==> src/rtl/tx_cordic_upconverter.sv <==
// Transmit CORDIC upconverter. The held baseband I/Q sample is rotated by the
// NCO phase through a pipelined rotation-mode CORDIC. The real part is rounded,
// saturated and registered as the DAC sample. The CORDIC gain is left in.
module tx_cordic_upconverter #(
   parameter int IN_WIDTH  = 16,
   parameter int OUT_WIDTH = 12,
   parameter int STG       = 16
) (
   input  logic                 clock,
   input  logic                 reset_n,
   input  logic [31:0]          frequency,
   input  logic [IN_WIDTH-1:0]  in_i,
   input  logic [IN_WIDTH-1:0]  in_q,
   input  logic                 in_valid,
   output logic [OUT_WIDTH-1:0] out_data,
   output logic                 out_valid
);

   // Three guard bits cover the quadrant negation and the CORDIC growth
   // (K * sqrt(2) < 4).
   localparam int WR = IN_WIDTH + 3;
   localparam int WZ = STG + 2;
   localparam int SH = IN_WIDTH - OUT_WIDTH + 1;
   localparam int QW = WR - SH + 1;

   localparam logic signed [WR:0]    RHALF = (WR+1)'(2**(SH-1));
   localparam logic signed [QW-1:0]  QMAX  = QW'(2**(OUT_WIDTH-1) - 1);
   localparam logic signed [QW-1:0]  QMIN  = QW'(-(2**(OUT_WIDTH-1)));

   // atan(2^-n) scaled so that 2^32 is a full turn.
   function automatic logic [31:0] atan32(input int n);
      case (n)
         0:  atan32 = 32'd536870912;
         1:  atan32 = 32'd316933406;
         2:  atan32 = 32'd167458907;
         3:  atan32 = 32'd85004756;
         4:  atan32 = 32'd42667331;
         5:  atan32 = 32'd21354465;
         6:  atan32 = 32'd10679838;
         7:  atan32 = 32'd5340245;
         8:  atan32 = 32'd2670163;
         9:  atan32 = 32'd1335087;
         10: atan32 = 32'd667544;
         11: atan32 = 32'd333772;
         12: atan32 = 32'd166886;
         13: atan32 = 32'd83443;
         14: atan32 = 32'd41722;
         15: atan32 = 32'd20861;
         16: atan32 = 32'd10430;
         17: atan32 = 32'd5215;
         18: atan32 = 32'd2608;
         19: atan32 = 32'd1304;
         20: atan32 = 32'd652;
         21: atan32 = 32'd326;
         22: atan32 = 32'd163;
         23: atan32 = 32'd81;
         24: atan32 = 32'd41;
         25: atan32 = 32'd20;
         26: atan32 = 32'd10;
         27: atan32 = 32'd5;
         28: atan32 = 32'd3;
         29: atan32 = 32'd1;
         30: atan32 = 32'd1;
         default: atan32 = 32'd0;
      endcase
   endfunction

   // Stage angle rescaled to the WZ-bit angle register, rounded to nearest.
   function automatic logic [WZ-1:0] ang(input int n);
      logic [32:0] t;
      t   = {1'b0, atan32(n)} + (33'd1 << (31 - WZ));
      ang = WZ'(t >> (32 - WZ));
   endfunction

   logic [31:0]          phase;
   logic [IN_WIDTH-1:0]  hi, hq;
   logic signed [WR-1:0] ei, eq, x0, y0;
   logic signed [WR-1:0] x [0:STG];
   logic signed [WR-1:0] y [0:STG];
   logic [WZ-1:0]        z [0:STG];
   logic                 started;
   logic [STG+1:0]       vsr;
   logic signed [WR:0]   rnd;
   logic signed [QW-1:0] qv;
   logic [OUT_WIDTH-1:0] sat_val;

   // Zero-order hold of the baseband sample.
   always_ff @(posedge clock or negedge reset_n) begin
      if (!reset_n) begin
         hi <= '0;
         hq <= '0;
      end else if (in_valid) begin
         hi <= in_i;
         hq <= in_q;
      end
   end

   // NCO accumulator. A zero increment restarts the phase at 0.
   always_ff @(posedge clock or negedge reset_n) begin
      if (!reset_n)            phase <= '0;
      else if (frequency == '0) phase <= '0;
      else                     phase <= phase + frequency;
   end

   assign ei = {{(WR-IN_WIDTH){hi[IN_WIDTH-1]}}, hi};
   assign eq = {{(WR-IN_WIDTH){hq[IN_WIDTH-1]}}, hq};

   // Coarse quadrant rotation that brings the residual angle into [0, pi/2).
   always_comb begin
      x0 = ei;
      y0 = eq;
      case (phase[31:30])
         2'd0: begin x0 = ei;  y0 = eq;  end
         2'd1: begin x0 = -eq; y0 = ei;  end
         2'd2: begin x0 = -ei; y0 = -eq; end
         default: begin x0 = eq; y0 = -ei; end
      endcase
   end

   // Stage-0 register followed by the STG micro-rotation stages.
   always_ff @(posedge clock or negedge reset_n) begin
      if (!reset_n) begin
         for (int n = 0; n <= STG; n++) begin
            x[n] <= '0;
            y[n] <= '0;
            z[n] <= '0;
         end
      end else begin
         x[0] <= x0;
         y[0] <= y0;
         z[0] <= {2'b00, phase[29 -: WZ-2]};
         for (int n = 0; n < STG; n++) begin
            if (!z[n][WZ-1]) begin
               x[n+1] <= x[n] - (y[n] >>> n);
               y[n+1] <= y[n] + (x[n] >>> n);
               z[n+1] <= z[n] - ang(n);
            end else begin
               x[n+1] <= x[n] + (y[n] >>> n);
               y[n+1] <= y[n] - (x[n] >>> n);
               z[n+1] <= z[n] + ang(n);
            end
         end
      end
   end

   // Round half up on the dropped LSBs, then clamp to the DAC range.
   always_comb begin
      rnd = {x[STG][WR-1], x[STG]} + RHALF;
      qv  = rnd[WR:SH];
      if (qv > QMAX)      sat_val = QMAX[OUT_WIDTH-1:0];
      else if (qv < QMIN) sat_val = QMIN[OUT_WIDTH-1:0];
      else                sat_val = qv[OUT_WIDTH-1:0];
   end

   // Registered DAC sample.
   always_ff @(posedge clock or negedge reset_n) begin
      if (!reset_n) out_data <= '0;
      else          out_data <= sat_val;
   end

   // Sticky first-sample flag, delayed to line up with the data path.
   always_ff @(posedge clock or negedge reset_n) begin
      if (!reset_n) begin
         started <= 1'b0;
         vsr     <= '0;
      end else begin
         started <= started | in_valid;
         vsr     <= {vsr[STG:0], started};
      end
   end

   assign out_valid = vsr[STG+1];

endmodule

==> config.mk <==
export PLATFORM = sky130hd
export DESIGN_NAME = tx_cordic_upconverter
export DESIGN_NICKNAME = d
export VERILOG_FILES = /design/src/rtl/tx_cordic_upconverter.sv
export SDC_FILE = /design/constraint.sdc
export NUM_CORES = 2
export LEC_CHECK = 0
export ABC_AREA = 0
export BUFFER_PORTS_ARGS = -buffer_cell sky130_fd_sc_hd__buf_4
export CORE_MARGIN = 3
export CORE_UTILIZATION = 55
export CTS_CLUSTER_SIZE = 12
export DETAILED_ROUTE_END_ITERATION = 7
export GPL_TIMING_DRIVEN = 1
export HOLD_SLACK_MARGIN = 0.15
export PLACE_DENSITY_LB_ADDON = 0.15
export SYNTH_ARGS = -nofsm -noshare
export SYNTH_HDL_FRONTEND = slang
export SYNTH_SLANG_ARGS = --single-unit
==> constraint.sdc <==
create_clock -name clock -period 10.5 [get_ports clock]
set_input_delay 1.05 -clock clock [delete_from_list [all_inputs] [get_ports clock]]
set_output_delay 1.05 -clock clock [all_outputs]
set_load 0.005 [all_outputs]
==> reports/metrics.yaml <==
global_routing:
  grt_start_max_net_pins: 178
  grt_antenna_before_repair: 0
  grt_first_pass_wirelength_mm: 256
  vias_in_the_first_global_route: 51400
  grt.overflow.total: 0
  grt_util_all_layers_pct: 23.7
place:
  io_buffers: 79
  final_weighted_congestion_in_routability_driven_placement: 0.880
  detailed_place_hpwl_mm: 122
  placed_cells: 8901
  placement.cell_area_um2: 71000
flow_run:
  max_cap_viol_count: 0
yosys:
  synthCells: 7281
  synth.lib_cells_used.distinct: 84
  synth-seq-cells: 969
  synth_ff_type: "dfrtp_1"
  syn-num-nets: 8261
  async_reset_ff_share_pct: 100
  mappedNetlistArea_um2: 68500
  synthesis.area_per_instance_um2: 9.41
  synth_enable_flop_cells: 0
  ys_seq_area_share_pct: 35.4
  ys_warn_count: 0
cts:
  numCtsBuffers: 107
  post_cts.repair.setup_buffers: 0
  cts.sinks: 969
  cts_buffer_depth: 3
  postCtsResizedCells: 0
  holdBufCountCts: 0
  cts-htree-levels: 3
  clock_insertion_delay_worst_skew_ns: 0.73
  cts_tree: "yes"
  cts_root_buf: "clkbuf_16"
  clk_pin_slew_worst_paths_ns: 0.06
die:
  initial_utilization_pct: 55.9
  core_area_um2: 123000
  fp-row-count: 128
  i_o_pin_count: 80
  fp.dieArea_um2: 129000
  die_h_um: 359
  die_width_um: 359
finish:
  antenna-diode-count: 0
  final_layout_size_suffix_gt1_share_pct: 5.62
  nFillCells: 10400
  postLayoutCellArea_um2: 74600
  number_of_non_filler_instances_in_the_completed_layout: 9087
  synthToLayoutAreaGrowth_pct: 8.91
  fin_nets: 8365
routing:
  drt-vias-per-instance: 5.74
  drt_antenna_net_count: 0
  number_of_violations_reported_at_the_end_of_detailed_routing_iteration_0: 2875
  drt-pass1-iter-count: 6
  drt-total-wl_mm: 155
  drt-wirelength-per-cell_um: 17.1
  detailroute.via_count: 52100
  drc_errors: 0
setup_path:
  worstSetupEndpointType: "register"
  critical_path_buf_inv_count: 1
  worstPathCellList: "inv_1 -> nor2_1 -> a21oi_1 -> ha_1 -> o21ai_0 -> nor2b_1 -> nor2_1 -> a221o_1 -> a2111oi_0 -> o21bai_1 -> a21oi_1 -> xnor2_1"
  worst-endpoint-arrival_ns: 4.76
  critPathRequiredTime_ns: 11.14
  critical_path.max_fanout: 26
  worst_setup_path_endpoint: "x[56]"
  critPathLaunchType: "register"
  setup.reg_to_reg.worst_slack_ns: 6.38
  cp-startpoint: "z[71]"
  crit_family: "compound AO/OA/AOI/OAI gates"
  r2r-start: "z[71]"
  timing.setup.critical_path_class: "register to register"
  crit_path_max_incr_delay_ns: 0.78
  critical_path.reg2reg.endpoint: "x[56]"
  critPathSlowestCell: "dfrtp_1"
  cp_num_cells: 12
  worstRegToRegCells: 12
sta:
  finalWorstPathRequiredPeriod_ns: 4.12
  grt_setup_unrepaired: "false"
  worst_clock_skew_ns: 0.0329
  timing_hold_violations_final: 0
  timing_worst_slew_pin_value_ns: 1.11
  final_report_setup_violation_count: 0
  finalCritPeriodShare_pct: 39.2
  max_slew_violation_total_from_the_final_report: 0
  fmax_mhz: 243
  timing.setup.tns_ns: 0
  slew-limit-headroom_pct: 25.6
run_status:
  outcome: "complete, no violations"
worst_hold_path:
  hold_path.class: "input port to asynchronous set/reset pin"
-- cell families after synthesis --
kind of cell / count (synthesis) / share of synthesized area (%)
compound gates: 1895 / 17.4
simple gates: 1884 / 13.0
xor+xnor: 987 / 12.7
flops: 969 / 35.4
fa+ha+maj: 913 / 17.1
buf+inv: 542 / 2.97
mux: 91 / 1.46
-- sequential cells by signal, summed over array words and instances (netlist names) --
name and cells:
started 1, phase 32, out_data 12, vsr 18
hq 16, hi 16, y 288, x 319
z 267
-- worst reg2reg max path, delay by kind of cell (launching register included) --
family	cells	cell delay, ns
buffers and inverters	1	0.61
adder cells (fa/ha/maj)	1	0.36
flip-flops	1	0.78
XOR/XNOR	1	0.13
AND/OR/NAND/NOR	3	0.66
AO/OA/AOI/OAI	6	1.50
-- worst min-delay path by stage --
stage                  from     endpoint  cells after the start
floorplan            vsr[9]      vsr[10]                      0
global placement     z[291]       z[273]                      0
detailed placement   z[289]       z[271]                      0
CTS                 reset_n  out_data[0]                      1
global route         z[301]       z[283]                      0
finish              reset_n        x[11]                      1
-- per-layer routing --
layer / part of all wire, % / routed length [µm] / global-route usage (%)
met3: 3.1 / 4860 / 2.65
met1: 42 / 65400 / 28.7
met2: 51 / 79800 / 43.6
met5: 0 / 0 / 0
met4: 3.2 / 4950 / 7.69
-- cell usage in the layout, fill, tap and decap left out, types with 43 or more instances in the layout --
| cell type | netlist | layout |
|---|---|---|
| nor2_1 | 599 | 598 |
| nand2b_1 | 86 | 86 |
| ha_1 | 870 | 870 |
| mux2_2 | 48 | 48 |
| dfrtp_1 | 969 | 968 |
| xnor2_1 | 655 | 655 |
| o21ai_0 | 347 | 347 |
| buf_4 | 1 | 95 |
| o21bai_1 | 85 | 85 |
| a21oi_1 | 692 | 692 |
| a21o_1 | 194 | 194 |
| inv_1 | 434 | 434 |
| a31o_2 | 43 | 43 |
| xor2_1 | 330 | 330 |
| o21a_1 | 66 | 66 |
| a31oi_1 | 83 | 83 |
| or3_1 | 61 | 61 |
| o211ai_1 | 57 | 57 |
| nand3_1 | 153 | 153 |
| nor3_1 | 241 | 241 |
| nor2b_1 | 77 | 77 |
| and3_1 | 70 | 70 |
| clkbuf_16 | 0 | 107 |
| a211oi_1 | 60 | 60 |
| fa_1 | 43 | 43 |
| nand2_1 | 410 | 410 |
-- Yosys cell counts (40+ instances only) --
cell	number	area (µm²)
a31oi_1	83	519
xor2_1	330	2890
nor2b_1	77	482
a211oi_1	60	450
and3_1	70	438
dfrtp_1	969	24200
a21o_1	194	1460
nand3_1	153	766
mux2i_1	40	400
a31o_2	43	377
fa_1	43	861
ha_1	870	10900
nor2_1	599	2250
or3_1	61	382
o211ai_1	57	428
clkbuf_1	89	334
inv_1	434	1630
mux2_2	48	541
nand2_1	410	1540
a21oi_1	692	3460
o21bai_1	85	638
o21a_1	66	495
xnor2_1	655	5740
nor3_1	241	1210
nand2b_1	86	538
o21ai_0	347	1740
-- area by class of cell --
class                   count  area (µm²)  share of cell area [%]
clock buffers             142        3000                    4.02
clock inverters            44         658                   0.882
flip-flops and latches    969       24200                    32.5
multi-input cells        5770       42200                    56.6
well taps                1625        2030                    2.72
inverters                 437        1640                    2.20
repair buffers            100         808                    1.08
-- metrics by stage --
step	setup slack, ns	hold WS, ns	util [%]
2_1_floorplan	6.92	0.331	-
3_3_place_gp	6.51	0.332	57.9
3_5_place_dp	6.44	0.335	57.9
4_1_cts	6.41	0.332	60.8
5_1_grt	5.94	0.351	60.8
6_report	6.38	0.325	60.8
Power is not shown: default switching activity piles up to over one toggle a cycle in this logic, so the estimate is an artifact.
